===== config.mk =====
export PLATFORM = sky130hd
export DESIGN_NAME = uart_txrx_param_flat
export DESIGN_NICKNAME = d
export VERILOG_FILES = /design/src/rtl/uart_txrx_param_if.sv /design/src/rtl/uart_txrx_param.sv /design/src/flat_wrapper.sv
export SDC_FILE = /design/constraint.sdc
export NUM_CORES = 1
export LEC_CHECK = 0
export ABC_AREA = 1
export ABC_CLOCK_PERIOD_IN_PS = 1600
export CORE_ASPECT_RATIO = 1.75
export CORE_MARGIN = 3
export CORE_UTILIZATION = 28
export DETAILED_ROUTE_END_ITERATION = 10
export GPL_ROUTABILITY_DRIVEN = 0
export PLACE_DENSITY = 0.55
export SLEW_MARGIN = 20
export SYNTH_ARGS = -nofsm -noshare
export SYNTH_HDL_FRONTEND = slang
export SYNTH_SLANG_ARGS = --single-unit

===== constraint.sdc =====
create_clock -name sclk -period 1.6 [get_ports sclk]
set_input_delay 0.24 -clock sclk [delete_from_list [all_inputs] [get_ports sclk]]
set_output_delay 0.24 -clock sclk [all_outputs]
set_load 0.1 [all_outputs]

===== src/rtl/uart_txrx_param_if.sv =====
// rtl/uart_txrx_param_if.sv - user-side handshake bundle for uart_txrx_param
interface uart_txrx_param_if #(
  parameter int DATA_BITS = 8
) ();
  logic [DATA_BITS-1:0] tx_data;
  logic                 tx_valid;
  logic                 tx_ready;
  logic [DATA_BITS-1:0] rx_data;
  logic                 rx_valid;
  logic                 rx_parity_err;
  logic                 rx_frame_err;

  modport master (
    output tx_data, tx_valid,
    input  tx_ready, rx_data, rx_valid, rx_parity_err, rx_frame_err
  );

  modport slave (
    input  tx_data, tx_valid,
    output tx_ready, rx_data, rx_valid, rx_parity_err, rx_frame_err
  );
endinterface


===== src/rtl/uart_txrx_param.sv =====
// rtl/uart_txrx_param.sv - parametrised full-duplex UART with majority-vote RX
module uart_txrx_param #(
  parameter int CLK_HZ    = 50_000_000,
  parameter int BAUD      = 115200,
  parameter int DATA_BITS = 8,
  parameter int PARITY    = 0,
  parameter int STOP_BITS = 1
) (
  input  logic               sclk,
  input  logic               nrst,
  uart_txrx_param_if.slave   bus,
  output logic               tx,
  input  logic               rx
);
  localparam int DIV = (CLK_HZ + BAUD / 2) / BAUD;
  localparam int CW  = $clog2(STOP_BITS * DIV + 1);
  localparam int BW  = $clog2(DATA_BITS);
  localparam logic [CW-1:0] BIT_END  = CW'(DIV - 1);
  localparam logic [CW-1:0] STOP_END = CW'(STOP_BITS * DIV - 1);
  localparam logic [CW-1:0] MID_A    = CW'(DIV / 2 - 1);
  localparam logic [CW-1:0] MID_B    = CW'(DIV / 2);
  localparam logic [CW-1:0] MID_C    = CW'(DIV / 2 + 1);
  localparam logic [BW-1:0] LAST_IDX = BW'(DATA_BITS - 1);
  localparam logic          ODD      = (PARITY == 1);

  typedef enum logic [2:0] {S_IDLE, S_START, S_DATA, S_PAR, S_STOP} state_t;

  state_t               tx_st, tx_nxt;
  logic [CW-1:0]        tx_cnt;
  logic [BW-1:0]        tx_idx;
  logic [DATA_BITS-1:0] tx_sh;
  logic                 tx_pbit;
  logic                 tx_last;
  logic                 tx_accept;

  assign tx_last   = (tx_st == S_STOP) ? (tx_cnt == STOP_END) : (tx_cnt == BIT_END);
  assign tx_accept = bus.tx_valid && bus.tx_ready;

  always_ff @(posedge sclk or negedge nrst) begin
    if (!nrst) begin
      tx_st   <= S_IDLE;
      tx_cnt  <= '0;
      tx_idx  <= '0;
      tx_sh   <= '0;
      tx_pbit <= 1'b0;
    end else begin
      tx_st  <= tx_nxt;
      tx_cnt <= (tx_st == S_IDLE || tx_st != tx_nxt || tx_last) ? '0 : tx_cnt + 1'b1;
      if (tx_accept) begin
        tx_sh   <= bus.tx_data;
        tx_pbit <= (^bus.tx_data) ^ ODD;
        tx_idx  <= '0;
      end else if (tx_st == S_DATA && tx_last) begin
        tx_sh  <= tx_sh >> 1;
        tx_idx <= tx_idx + 1'b1;
      end
    end
  end

  always_comb begin
    tx_nxt = tx_st;
    case (tx_st)
      S_IDLE:  if (bus.tx_valid) tx_nxt = S_START;
      S_START: if (tx_last) tx_nxt = S_DATA;
      S_DATA:  if (tx_last && tx_idx == LAST_IDX) tx_nxt = (PARITY != 0) ? S_PAR : S_STOP;
      S_PAR:   if (tx_last) tx_nxt = S_STOP;
      S_STOP:  if (tx_last) tx_nxt = bus.tx_valid ? S_START : S_IDLE;
      default: tx_nxt = S_IDLE;
    endcase
  end

  // Ready on the final stop cycle lets a queued frame start with no idle gap.
  always_comb begin
    bus.tx_ready = (tx_st == S_IDLE) || (tx_st == S_STOP && tx_last);
    case (tx_st)
      S_START: tx = 1'b0;
      S_DATA:  tx = tx_sh[0];
      S_PAR:   tx = tx_pbit;
      default: tx = 1'b1;
    endcase
  end

  logic                 rx_s1, rx_s2, rx_s3;
  state_t               rx_st, rx_nxt;
  logic [CW-1:0]        rx_cnt;
  logic [BW-1:0]        rx_idx;
  logic [DATA_BITS-1:0] rx_sh;
  logic                 smp_a, smp_b;
  logic                 rx_maj, rx_fall, rx_last, rx_mid;
  logic                 rx_take, rx_pchk, rx_done;
  logic                 perr_r;

  assign rx_fall = rx_s3 & ~rx_s2;
  assign rx_last = (rx_cnt == BIT_END);
  assign rx_mid  = (rx_cnt == MID_C);
  assign rx_maj  = (smp_a & smp_b) | (smp_a & rx_s2) | (smp_b & rx_s2);

  always_ff @(posedge sclk or negedge nrst) begin
    if (!nrst) begin
      rx_s1             <= 1'b1;
      rx_s2             <= 1'b1;
      rx_s3             <= 1'b1;
      rx_st             <= S_IDLE;
      rx_cnt            <= '0;
      rx_idx            <= '0;
      rx_sh             <= '0;
      smp_a             <= 1'b1;
      smp_b             <= 1'b1;
      perr_r            <= 1'b0;
      bus.rx_data       <= '0;
      bus.rx_valid      <= 1'b0;
      bus.rx_parity_err <= 1'b0;
      bus.rx_frame_err  <= 1'b0;
    end else begin
      rx_s1 <= rx;
      rx_s2 <= rx_s1;
      rx_s3 <= rx_s2;
      rx_st  <= rx_nxt;
      rx_cnt <= (rx_st == S_IDLE || rx_st != rx_nxt || rx_last) ? '0 : rx_cnt + 1'b1;
      if (rx_cnt == MID_A) smp_a <= rx_s2;
      if (rx_cnt == MID_B) smp_b <= rx_s2;
      if (rx_st == S_IDLE) rx_idx <= '0;
      else if (rx_st == S_DATA && rx_last) rx_idx <= rx_idx + 1'b1;
      if (rx_take) rx_sh <= {rx_maj, rx_sh[DATA_BITS-1:1]};
      if (rx_pchk) perr_r <= rx_maj ^ (^rx_sh) ^ ODD;
      bus.rx_valid <= rx_done;
      if (rx_done) begin
        bus.rx_data       <= rx_sh;
        bus.rx_parity_err <= perr_r;
        bus.rx_frame_err  <= ~rx_maj;
      end
    end
  end

  // Leaving STOP at mid-bit gives slack for baud mismatch and back-to-back frames.
  always_comb begin
    rx_nxt = rx_st;
    case (rx_st)
      S_IDLE:  if (rx_fall) rx_nxt = S_START;
      S_START: begin
        if (rx_mid && rx_maj) rx_nxt = S_IDLE;
        else if (rx_last) rx_nxt = S_DATA;
      end
      S_DATA:  if (rx_last && rx_idx == LAST_IDX) rx_nxt = (PARITY != 0) ? S_PAR : S_STOP;
      S_PAR:   if (rx_last) rx_nxt = S_STOP;
      S_STOP:  if (rx_mid) rx_nxt = S_IDLE;
      default: rx_nxt = S_IDLE;
    endcase
  end

  always_comb begin
    rx_take = (rx_st == S_DATA) && rx_mid;
    rx_pchk = (rx_st == S_PAR) && rx_mid;
    rx_done = (rx_st == S_STOP) && rx_mid;
  end
endmodule


===== src/flat_wrapper.sv =====
// flat-port wrapper written by rule: the top's interface ports become plain ports
module uart_txrx_param_flat 
#(
  parameter int CLK_HZ    = 50_000_000,
  parameter int BAUD      = 115200,
  parameter int DATA_BITS = 8,
  parameter int PARITY    = 0,
  parameter int STOP_BITS = 1
)
  (sclk, nrst, tx, rx, bus_tx_data, bus_tx_valid, bus_tx_ready, bus_rx_data, bus_rx_valid, bus_rx_parity_err, bus_rx_frame_err);
  uart_txrx_param_if #(.DATA_BITS(DATA_BITS)) bus_i ();
  input  logic sclk;
  input  logic nrst;
  output logic tx;
  input  logic rx;
  input wire logic [$bits(bus_i.tx_data)-1:0] bus_tx_data;
  input wire logic [$bits(bus_i.tx_valid)-1:0] bus_tx_valid;
  output wire logic [$bits(bus_i.tx_ready)-1:0] bus_tx_ready;
  output wire logic [$bits(bus_i.rx_data)-1:0] bus_rx_data;
  output wire logic [$bits(bus_i.rx_valid)-1:0] bus_rx_valid;
  output wire logic [$bits(bus_i.rx_parity_err)-1:0] bus_rx_parity_err;
  output wire logic [$bits(bus_i.rx_frame_err)-1:0] bus_rx_frame_err;
  assign bus_i.tx_data = bus_tx_data;
  assign bus_i.tx_valid = bus_tx_valid;
  assign bus_tx_ready = bus_i.tx_ready;
  assign bus_rx_data = bus_i.rx_data;
  assign bus_rx_valid = bus_i.rx_valid;
  assign bus_rx_parity_err = bus_i.rx_parity_err;
  assign bus_rx_frame_err = bus_i.rx_frame_err;
  uart_txrx_param #(.CLK_HZ(CLK_HZ), .BAUD(BAUD), .DATA_BITS(DATA_BITS), .PARITY(PARITY), .STOP_BITS(STOP_BITS)) u_core (.sclk(sclk), .nrst(nrst), .bus(bus_i), .tx(tx), .rx(rx));
endmodule

======== Yosys cells after proc, flatten, opt, wreduce, memory -nomap -nowiden ========
Cells that the tools add are included.
storage, ports and cells
  register bits ........................... 64
  input bits .............................. 12
  word-level logic and storage cells ...... 93
  output and inout port bits .............. 13
operators by class
  bitwise gates (word level) .............. 9
  add/sub/neg operators ................... 4
  equal/unequal tests ..................... 17
  reductions and logical operators ........ 21
  muxes and demuxes ....................... 23
operators with widths
  cell                                                             number
  3-bit 2-to-1 mux                                                 15
  3-bit one-hot mux with 5 select lines                            2
  9-bit by 8-bit == test with 1-bit output, second input constant  3
  9-bit by 1-bit adder with 9-bit output, second input constant    2
  9-bit == test, second input constant                             2
  9-bit 2-to-1 mux                                                 2
  8-bit 2-to-1 mux                                                 2
  8-bit parity                                                     2
  3-bit by 2-bit == test with 1-bit output, second input constant  4
  3-bit == test, second input constant                             4
  1-bit logical AND                                                10
  3-bit by 1-bit adder with 3-bit output, second input constant    2
  3-bit by 1-bit == test with 1-bit output, second input constant  2
  3-bit logical NOT                                                2
  3-bit != test                                                    2
  1-bit logical OR                                                 5
  1-bit AND                                                        4
  2-bit nonzero test                                               2
  1-bit one-hot mux with 3 select lines                            1
  1-bit NOT                                                        2
  1-bit OR                                                         2
  1-bit 2-to-1 mux                                                 1
  1-bit XOR                                                        1

======== Logic depth before layout (Yosys ltp) ========
  depth after elaboration ................. 10
  mapped depth ............................ 11
  gate-level depth less buffers ........... 11

======== Worst setup path before layout ========
Ideal clock, no wire load.
  path kind ............................... reg-to-output
  from .................................... register u_core.tx_cnt[1]
  to ...................................... output bus_tx_ready
  data arrival time ....................... 2,302 ps
  slack ................................... -942 ps
  cell stages (with the launch flop) ...... 7
  buffers on the path ..................... 0
  path through ............................ dfrtp_1 -> inv_1 -> ha_1 -> nand2_1 -> nor2_1 -> nand2_2 -> a21oi_1
between the ends
  longest elaborated chain between the ends .. 3
ends and longest elaborated chain
  item                    line                   source
  from (decl)             uart_txrx_param.sv:29  logic [CW-1:0] tx_cnt;
  from (signal assigned)  uart_txrx_param.sv:48  tx_cnt <= (tx_st == S_IDLE || tx_st != tx_nxt || tx_last) ? '0 : tx_cnt + 1'b1;
  9-bit == test           uart_txrx_param.sv:36  assign tx_last = (tx_st == S_STOP) ? (tx_cnt == STOP_END) : (tx_cnt == BIT_END);
  1-bit logical AND       uart_txrx_param.sv:74  bus.tx_ready = (tx_st == S_IDLE) || (tx_st == S_STOP && tx_last);
  1-bit logical OR        uart_txrx_param.sv:74
  to (decl)               flat_wrapper.sv:18     output wire logic [$bits(bus_i.tx_ready)-1:0] bus_tx_ready;
Every way passes these cells.

======== Final worst setup path ========
Same ends and word-level chain as after synthesis.

==> impl_metrics.csv <==
group,metric,value,unit
layout,post-route-util,0.425,
critical_path,crit_end,"bus_tx_ready",
timing,drv_slew,0,
layout,diodes,0,
layout,num-fill-cells,1083,
floorplan,num_rows,51,
layout,multi_input_area,1770,um2
floorplan,die_w,87.6,um
critical_path,cp.required,1360,ps
timing,grt_setup_unrepaired,"yes",
grt,track_usage,0.112,
cts,clk_path_buf_depth,2,
cts,cts.sinks,64,
logic_synthesis,avgSynthCellArea,8.52,um2
floorplan,core_area,11200,um2
layout,area_growth,46.2,%
timing,worst_pin_slew,362,ps
grt,grt_start_max_net_pins,65,
grt,grt_pass1_vias,2669,
run_status,violations,"setup timing",
logic_synthesis,synth_common_cells,"nand2_1, dfrtp_1, inv_1",
cts,path_clk_slew,50,ps
run_status,status,"finished with violations",
routing,drtIter0Drc,147,
logic_synthesis,ys.flop_type,"dfrtp_1",
critical_path,rr_endpoint,"u_core.tx_cnt[7]",
power,p_comb_frac,0.052,
run,drv_cap,0,
timing,period_share,1.19,
logic_synthesis,synth_most_common_cell,"nand2_1",
logic_synthesis,yosysTopAreaCell,"dfrtp_1",
cts,htree_levels,3,
logic_synthesis,syn_nets,405,
placement,dp_hpwl,4700,um
cts,clkLatencyLatePin,330,ps
floorplan,die_y,149,um
timing,hold_violations,0,
timing,clock.fmax,0.525,GHz
critical_path,r2r_start,"u_core.tx_cnt[1]",
logic_synthesis,ys.warnings.count,0,
logic_synthesis,seq_area_frac_synth,0.493,
layout,final-seq-area,1610,um2
grt,grt_first_pass_wirelength,11500,um
cts,cts_tree,"built",
routing,dr.pass1.iters,4,
grt,antenna_found_initial,0,
critical_path,worst_ep_arrival_time,1660,ps
logic_synthesis,async_reset_ff_frac,1.00,
floorplan,ioPinCount,25,
power,swShare,0.202,
timing,fin_skew,6.91,ps
power,p_clk_frac,0.533,
floorplan,die_area,13000,um2
critical_path,worstRegToRegCells,12,
critical_path,crit_start,"u_core.tx_cnt[1]",
power,intPower,3.16,mW
layout,drive_above_1_share,0.338,
timing,fin_ws,-304,ps
critical_path,start_kind,"flop",
critical_path,path_max_fanout,2,
logic_synthesis,synth_edf_count,0,
layout,instances_no_fill,590,
floorplan,initial_core_util,0.291,
placement,dp.cells,557,
routing,vias,2739,
worst_hold_path,hp-class,"primary input to flop",
critical_path,setup.worst_path.end_class,"primary output",
power,p_sw,799,uW
routing,wl_per_cell,12.2,um
routing,routed_wl,7180,um
cts,cts_buffers,9,
routing,ant_nets,0,
power,power_density,830,nW/um2
routing,post-route-drc-count,0,
cts,cts_root_buf,"clkbuf_16",
logic_synthesis,synth_seq_cells,64,
timing,slew_headroom,0.759,
logic_synthesis,ys_top_cells_by_area,"dfrtp_1, nand2_1, inv_1",
placement,io_buffers,24,
placement,pre_cts_ws,-25.2,ps
logic_synthesis,synth_top_area_frac,0.452,
timing,period_needed,1900,ps
logic_synthesis,synth_cell_types,32,
power,p_seq_frac,0.415,
critical_path,r2r_slack,-290,ps
power,ir_drop,0.000560,V
routing,viasPerCell,4.64,
power,leakage,2.17,nW
grt,grt.overflow.total,0,
layout,nets,476,
timing,setup_viol,22,
critical_path,path_class,"flop to primary output",
logic_synthesis,synth_area,3260,um2
logic_synthesis,postSynthCellCount,383,
## critical path: stages, from the launching register on
cell	delay [ps]
dfrtp_1	370
inv_1	70
ha_2	180
nand2_2	60
nor2_2	100
nand2_2	90
buf_6	130
a21oi_4	150
buf_12	180
## per-stage QoR
stage	total power, mW	TNS, ps	hold WS, ps	area (um2)
after CTS	3.98	-2490	309	4390
after global placement	1.83	0	279	3960
final	3.96	-4290	322	4770
after global routing	4.10	-6370	332	4770
after floorplan	1.73	-61.7	-55.6	3280
after detailed placement	1.83	-36.8	288	3960
## sequential cells by signal, summed over array words and instances (netlist names), 8 cells and up
name,count
u_core.tx_cnt,9
u_core.bus.rx_data,8
u_core.rx_cnt,9
u_core.tx_sh,8
u_core.rx_sh,8
## how the worst min path moves through the flow
stage | startpoint | endpoint | cells after the start
6_report | rx | u_core.rx_s1 | 1
5_1_grt | rx | u_core.rx_s1 | 1
4_1_cts | rx | u_core.rx_s1 | 1
3_5_place_dp | nrst | u_core.bus.rx_data[1] | 2
3_3_place_gp | nrst | u_core.bus.rx_data[1] | 2
2_1_floorplan | nrst | u_core.bus.rx_data[0] | 0
## cell type report
cell class                      instances  share of cell area
Timing Repair Buffer                   60               0.143
Clock inverter                          3              0.0136
Clock buffer                           12              0.0537
Tap cell                              132              0.0346
Sequential cell                        64               0.338
Multi-Input combinational cell        263               0.370
Inverter                               56              0.0467
## cells by family (layout without fill, tap and decap cells)
group	after synthesis	after routing	share of synthesized area
AO/OA/AOI/OAI	51	51	0.0855
buffers and inverters	60	131	0.0721
AND/OR/NAND/NOR	170	174	0.236
multiplexers	1	1	0.00307
adder cells (fa/ha/maj)	10	10	0.0383
XOR/XNOR	27	27	0.0725
flip-flops	64	64	0.493
## layout by cell type, fill, tap and decap left out, types with 4 or more instances in the layout
cell type / n
nand2_1: 72
dfrtp_1: 56
inv_1: 44
buf_4: 26
o21ai_0: 20
nor2_2: 17
nor2_1: 16
o21ai_1: 16
nand3_1: 15
xor2_1: 15
buf_12: 14
nand2_2: 12
xnor2_1: 12
nor2_4: 11
clkdlybuf4s50_1: 10
inv_2: 9
nand2_4: 9
clkbuf_16: 9
ha_1: 7
buf_6: 7
nand4_1: 6
o21ai_2: 5
dfstp_2: 5
nor3_1: 4
nand3_2: 4
## what timing repair did
action                                  in CTS  in global routing
resized for setup                           26                 89
endpoints found under the setup margin      20                 53
cloned                                       2                  4
hold endpoints to repair                    59                  0
pin swaps                                    6                 13
hold buffers                                 1                  0
setup buffers                                4                  8
## routing by layer
metal / global-route usage / up-vias / routed length [um]
met1: 0.117 / 1330 / 2730
li1: - / 1364 / -
met5: 0 / - / 0
met3: 0.0304 / 12 / 202
met4: 0.0507 / 0 / 160
met2: 0.203 / 33 / 4090
## power by group through the flow
stage	combinational (mW)	clock, mW	sequential [mW]
global route	0.226	2.23	1.64
finish	0.204	2.11	1.64
floorplan	0.0646	0	1.67
CTS	0.173	2.16	1.64
detailed placement	0.162	0	1.67
global placement	0.159	0	1.67
Power figures use the tool's default switching activity.
